File: config.mk
export PLATFORM = sky130hd
export DESIGN_NAME = demux_1to8
export DESIGN_NICKNAME = d
export VERILOG_FILES = /design/src/rtl/demux_pkg.sv /design/src/rtl/demux_dec3to8.sv /design/src/rtl/demux_1to8.sv
export SDC_FILE = /design/constraint.sdc
export NUM_CORES = 1
export LEC_CHECK = 0
export ABC_AREA = 1
export CAP_MARGIN = 20
export CORE_UTILIZATION = 41
export DETAILED_ROUTE_END_ITERATION = 7
export PLACE_DENSITY = 0.81
export SLEW_MARGIN = 20
export SYNTH_ARGS = -nofsm -noshare
export SYNTH_HDL_FRONTEND = slang
export SYNTH_SLANG_ARGS = --single-unit
export TNS_END_PERCENT = 5
File: constraint.sdc
create_clock -name clk -period 0.9 [get_ports clk]
set_clock_uncertainty 0.1 [all_clocks]
set_input_delay 0.135 -clock clk [delete_from_list [all_inputs] [get_ports clk]]
set_output_delay 0.135 -clock clk [all_outputs]
set_load 0.02 [all_outputs]
File: src/rtl/demux_pkg.sv
// Shared constants and types for the 1-to-8 registered demultiplexer.
package demux_pkg;

    localparam int unsigned SEL_W = 3;
    localparam int unsigned N_OUT = 8;

    localparam logic [SEL_W-1:0] SEL_OUT1 = 3'd0;
    localparam logic [SEL_W-1:0] SEL_OUT2 = 3'd1;
    localparam logic [SEL_W-1:0] SEL_OUT3 = 3'd2;
    localparam logic [SEL_W-1:0] SEL_OUT4 = 3'd3;
    localparam logic [SEL_W-1:0] SEL_OUT5 = 3'd4;
    localparam logic [SEL_W-1:0] SEL_OUT6 = 3'd5;
    localparam logic [SEL_W-1:0] SEL_OUT7 = 3'd6;
    localparam logic [SEL_W-1:0] SEL_OUT8 = 3'd7;

    typedef logic [N_OUT-1:0] onehot_t;

endpackage

File: src/rtl/demux_dec3to8.sv
// Combinational 3-to-8 one-hot decoder; an unknown select yields all zeros.
module demux_dec3to8
    import demux_pkg::*;
(
    input  logic [SEL_W-1:0] sel_i,
    output onehot_t          onehot_c
);

    // Case equality in simulation sends X/Z select to the all-zero default.
    always_comb begin
        onehot_c = '0;
        case (sel_i)
            SEL_OUT1: onehot_c[0] = 1'b1;
            SEL_OUT2: onehot_c[1] = 1'b1;
            SEL_OUT3: onehot_c[2] = 1'b1;
            SEL_OUT4: onehot_c[3] = 1'b1;
            SEL_OUT5: onehot_c[4] = 1'b1;
            SEL_OUT6: onehot_c[5] = 1'b1;
            SEL_OUT7: onehot_c[6] = 1'b1;
            SEL_OUT8: onehot_c[7] = 1'b1;
            default:  onehot_c = '0;
        endcase
    end

endmodule

File: src/rtl/demux_1to8.sv
// 1-to-8 registered demultiplexer: routes datain to the selected output one
// cycle later and clears the other seven outputs on the same edge.
module demux_1to8
    import demux_pkg::*;
#(
    parameter int unsigned WIDTH = 4
) (
    input  logic             clk,
    input  logic             rst,
    input  logic [SEL_W-1:0] select,
    input  logic [WIDTH-1:0] datain,
    output logic [WIDTH-1:0] out_1,
    output logic [WIDTH-1:0] out_2,
    output logic [WIDTH-1:0] out_3,
    output logic [WIDTH-1:0] out_4,
    output logic [WIDTH-1:0] out_5,
    output logic [WIDTH-1:0] out_6,
    output logic [WIDTH-1:0] out_7,
    output logic [WIDTH-1:0] out_8
);

    onehot_t          onehot;
    logic [WIDTH-1:0] out_d [N_OUT];
    logic [WIDTH-1:0] out_q [N_OUT];

    demux_dec3to8 u_dec (
        .sel_i    (select),
        .onehot_c (onehot)
    );

    // Each one-hot bit gates datain into its own output's next value.
    always_comb begin
        for (int i = 0; i < int'(N_OUT); i++) begin
            out_d[i] = onehot[i] ? datain : '0;
        end
    end

    always_ff @(posedge clk) begin
        if (rst) begin
            for (int i = 0; i < int'(N_OUT); i++) begin
                out_q[i] <= '0;
            end
        end else begin
            for (int i = 0; i < int'(N_OUT); i++) begin
                out_q[i] <= out_d[i];
            end
        end
    end

    assign out_1 = out_q[0];
    assign out_2 = out_q[1];
    assign out_3 = out_q[2];
    assign out_4 = out_q[3];
    assign out_5 = out_q[4];
    assign out_6 = out_q[5];
    assign out_7 = out_q[6];
    assign out_8 = out_q[7];

endmodule

# After elaboration in Yosys (flattened, before gate mapping)
# Memory sizes are Yosys's and may differ from the RTL's.
# Index checks and enable logic that the tools add are counted.
[word_totals]
latch_bits = 0
ramBits = 32
regBits = 0
output_inout_bits = 32
word_cells = 44
memories = 1
in_bits = 9
rom_bits = 0
[classes]
eq_ne = 7
div_mod_pow = 0
bitwise_logic = 8
addsub = 0
n_reduce_logical = 1
mul = 0
shift = 0
order_cmp = 0
n_mux = 27
[mem_list]
columns = ["memory", "depth", "word_bits", "read_ports", "rd_ports_with_merged_regs", "write_ports", "line_no", "source"]
rows = [
  ["out_q", 8, 4, 8, 0, 8, "demux_1to8.sv:24", "logic [WIDTH-1:0] out_q [N_OUT];"],
]
[ops]
columns = ["op", "count"]
rows = [
  ["4-bit two-way mux", 16],
  ["3-bit == test, second input constant", 4],
  ["1-bit two-way mux", 11],
  ["1-bit OR", 8],
  ["3-bit by 2-bit == test with 1-bit output, second input constant", 2],
  ["3-bit by 1-bit == test with 1-bit output, second input constant", 1],
  ["3-bit logical NOT", 1],
]

# Logic depth before layout (Yosys ltp)
[depth]
depth_word = 4
ltp_mapped = 4
mapped_depth_nobuf = 4

# Hierarchy
# A second synthesis with hierarchy kept.
[unflattened]
hier_cells = 92
hier_area_um2 = 865.8
[by_module_without_submodules]
columns = ["mod", "instances", "seq_area_each_um2", "area_per_inst_um2", "cells_each"]
rows = [
  ["demux_1to8", 1, 640.6, 809.5, 77],
  ["demux_dec3to8", 1, 0.0, 56.3, 15],
]

# Least setup slack after synthesis
# No wires, ideal clock.
[synth_timing]
kind = "flip-flop to output port"
startpoint = "memory out_q[0][0]"
endpoint = "output port out_1[0]"
stages_incl_launch_ff = 1
path_slack_ns = 0.270
required_time_ns = 0.665
t_arrival_ns = 0.395
path_cell_list = "dfxtp_1"
[synth_lines]
columns = ["item", "line_no", "source"]
rows = [
  ["from (decl)", "demux_1to8.sv:24", ""],
  ["to (decl)", "demux_1to8.sv:12", "output logic [WIDTH-1:0] out_1,"],
]

==> flow_summary.yaml <==
routing:
  drcViolationCount: 0
  dr_total_vias: 769
  antenna_left: 0
  drt_iter0_markers: 18
  firstDrtPassIters: 5
  via_per_inst: 4.78
  drt-total-wl_microns: 2600
  wl_per_cell_microns: 16.2
outcome:
  violations: "negative setup slack"
  status: "finished with violations"
cells_and_area:
  utilization: 0.732
  fin_nets: 142
  reg_top3: "out_q x32"
  final_area_sq_um: 1440
  multi_input_area_sq_um: 190
  largest_register_ff_count: 32
  area_growth_pct: 68.3
  layout-drive-gt1-share: 0.545
  fillCellCount: 143
  n_antenna_cell: 0
  seqCellArea_sq_um: 681
  largest_register: "out_q"
clock_network:
  cts_max_level: 2
  max-clock-path-buffers: 2
  clock-sinks: 32
  root_buffer: "clkbuf_4"
  postCtsHoldBufs: 0
  cts_tree: "built"
  clk_pin_slew_ps: 100
  postCtsSetupBuffers: 0
  cts-buffers-inserted: 5
place:
  port_buffers: 40
  place_hpwl_microns: 1550
  placed_area_sq_um: 1290
  place.gp.congestion: 0.788
yosys:
  yosys-top-cells-area: "dfxtp_1 (75%), nor2_1 (15%), nand2_1 (4.0%), inv_1 (3.5%), nor2_4 (1.3%)"
  yosysSeqAreaShare: 0.751
  synth_top_flop_cell: "dfxtp_1"
  synth_cells: 86
  ys_types: 6
  netlist.top_cell.by_area: "dfxtp_1"
  synth_nets: 95
  synthMostInstantiatedCell: "nor2_1"
  async_flop_share: 0
  syn_area_sq_um: 853
  ys_seq_elements: 32
  synth_top_area_frac: 0.751
  synth.avg_cell_area_sq_um: 9.92
  synth_edf_count: 0
  yosysWarnings: 0
  synth_top_cells_by_count: "nor2_1 (35), dfxtp_1 (32), nand2_1 (9), inv_1 (8)"
setup_path:
  worstPathRequired_ps: 660
  cpMaxStageDelayCell: "dfxtp_2"
  crit_path_max_fanout: 1
  path_delay_family: "flip-flops"
  end_kind: "output pin"
  cp-start-kind: "flop"
  critical_path.max_stage_delay_ps: 360
  cp.arrival_ps: 810
  crit_chain: "buf_6"
  crit_buf_inv: 1
  path_class: "reg2out"
floorplanning:
  coreArea_sq_um: 1960
  fp.dieH_microns: 47.6
  ioPinCount: 41
  dieArea_sq_um: 2270
  rows: 16
  start_util: 0.435
  die_x_microns: 47.6
sta:
  period_needed_ps: 1050
  final-max-slew-violation-count: 0
  tightest_slew_ps: 306
  setup_violations: 32
  hold_violations: 0
  fin_ws_ps: -146
  fin_crit_sh: 1.16
  setup_tns_ps: -3550
  rsz0062_at_grt: "yes"
  max_freq_mhz: 956
  hold_slack_ps: 176
  slew_headroom: 0.796
grt:
  grt_pass1_vias: 716
  grt_usage: 0.241
  grt_max_degree: 10
  grt_pass1_wl_microns: 3410
  overflow: 0
  antenna_found_initial: 0
pwr:
  leakage_uw: 0.000691
  ir_worst_vdd_mv: 1.48
  p_per_area_nw_per_um2: 1750
flow_run:
  maxCapViolCount: 0
min_path:
  hp-class: "in2reg"
-- layer usage --
layer | vias to the layer above | track usage | wire length [microns]
met2 | 53 | 0.419 | 1400
li1 | 347 | - | -
met3 | 9 | 0.125 | 213
met4 | 0 | 0.144 | 75
met5 | - | 0 | 0
met1 | 360 | 0.225 | 907
-- final timing paths --
kind                               start                 endpoint  slack, ps  cells after the start
hold / removal                 select[2]  out_q[0][13]$_SDFF_PP0_        180                      4
setup / recovery  out_q[1][8]$_SDFF_PP0_                 out_7[0]       -150                      1
-- cell families (layout without fill, tap and decap cells) --
group | after synthesis | in the layout | share of synthesized area
buf+inv | 8 | 56 | 0.0352
flops | 32 | 32 | 0.751
simple gates | 46 | 46 | 0.214
-- area by class of cell --
type,instances,area share
tap,27,0.0235
sequential,32,0.474
clock buffer,8,0.0409
multi-input combinational,46,0.132
timing repair buffer,40,0.308
inverter,8,0.0209
-- through the flow --
step,total power (uW),std cells,setup WS [ps]
2_1_floorplan,1560,86,270
3_3_place_gp,1660,153,-324
3_5_place_dp,1670,153,-416
4_1_cts,2490,161,-132
5_1_grt,2610,161,-174
6_report,2510,161,-146
-- repair_timing --
action | CTS | global route
resized for setup | 222 | 8
pin swaps | 1 | 0
endpoints found under the setup margin | 49 | 64
endpoints found under the hold margin | 0 | 0
-- cell usage in the layout (no fill, tap or decap), drive strengths merged --
cell and count:
buf 32, dfxtp 32, dlygate4sd2 2, nand2 9, clkdlybuf4s50 4, dlymetal6s2s 2, nor2 37, inv 8
clkbuf 8
-- power breakdown --
| part | leakage [uW] | internal [uW] | total (uW) | switching, uW |
|---|---|---|---|---|
| registers | 0.000275 | 1440 | 1450 | 12.6 |
| logic | 0.000384 | 84.2 | 201 | 117 |
| clock network | 0.0000326 | 385 | 851 | 466 |
Note: power is estimated with default switching activity, not from simulation.
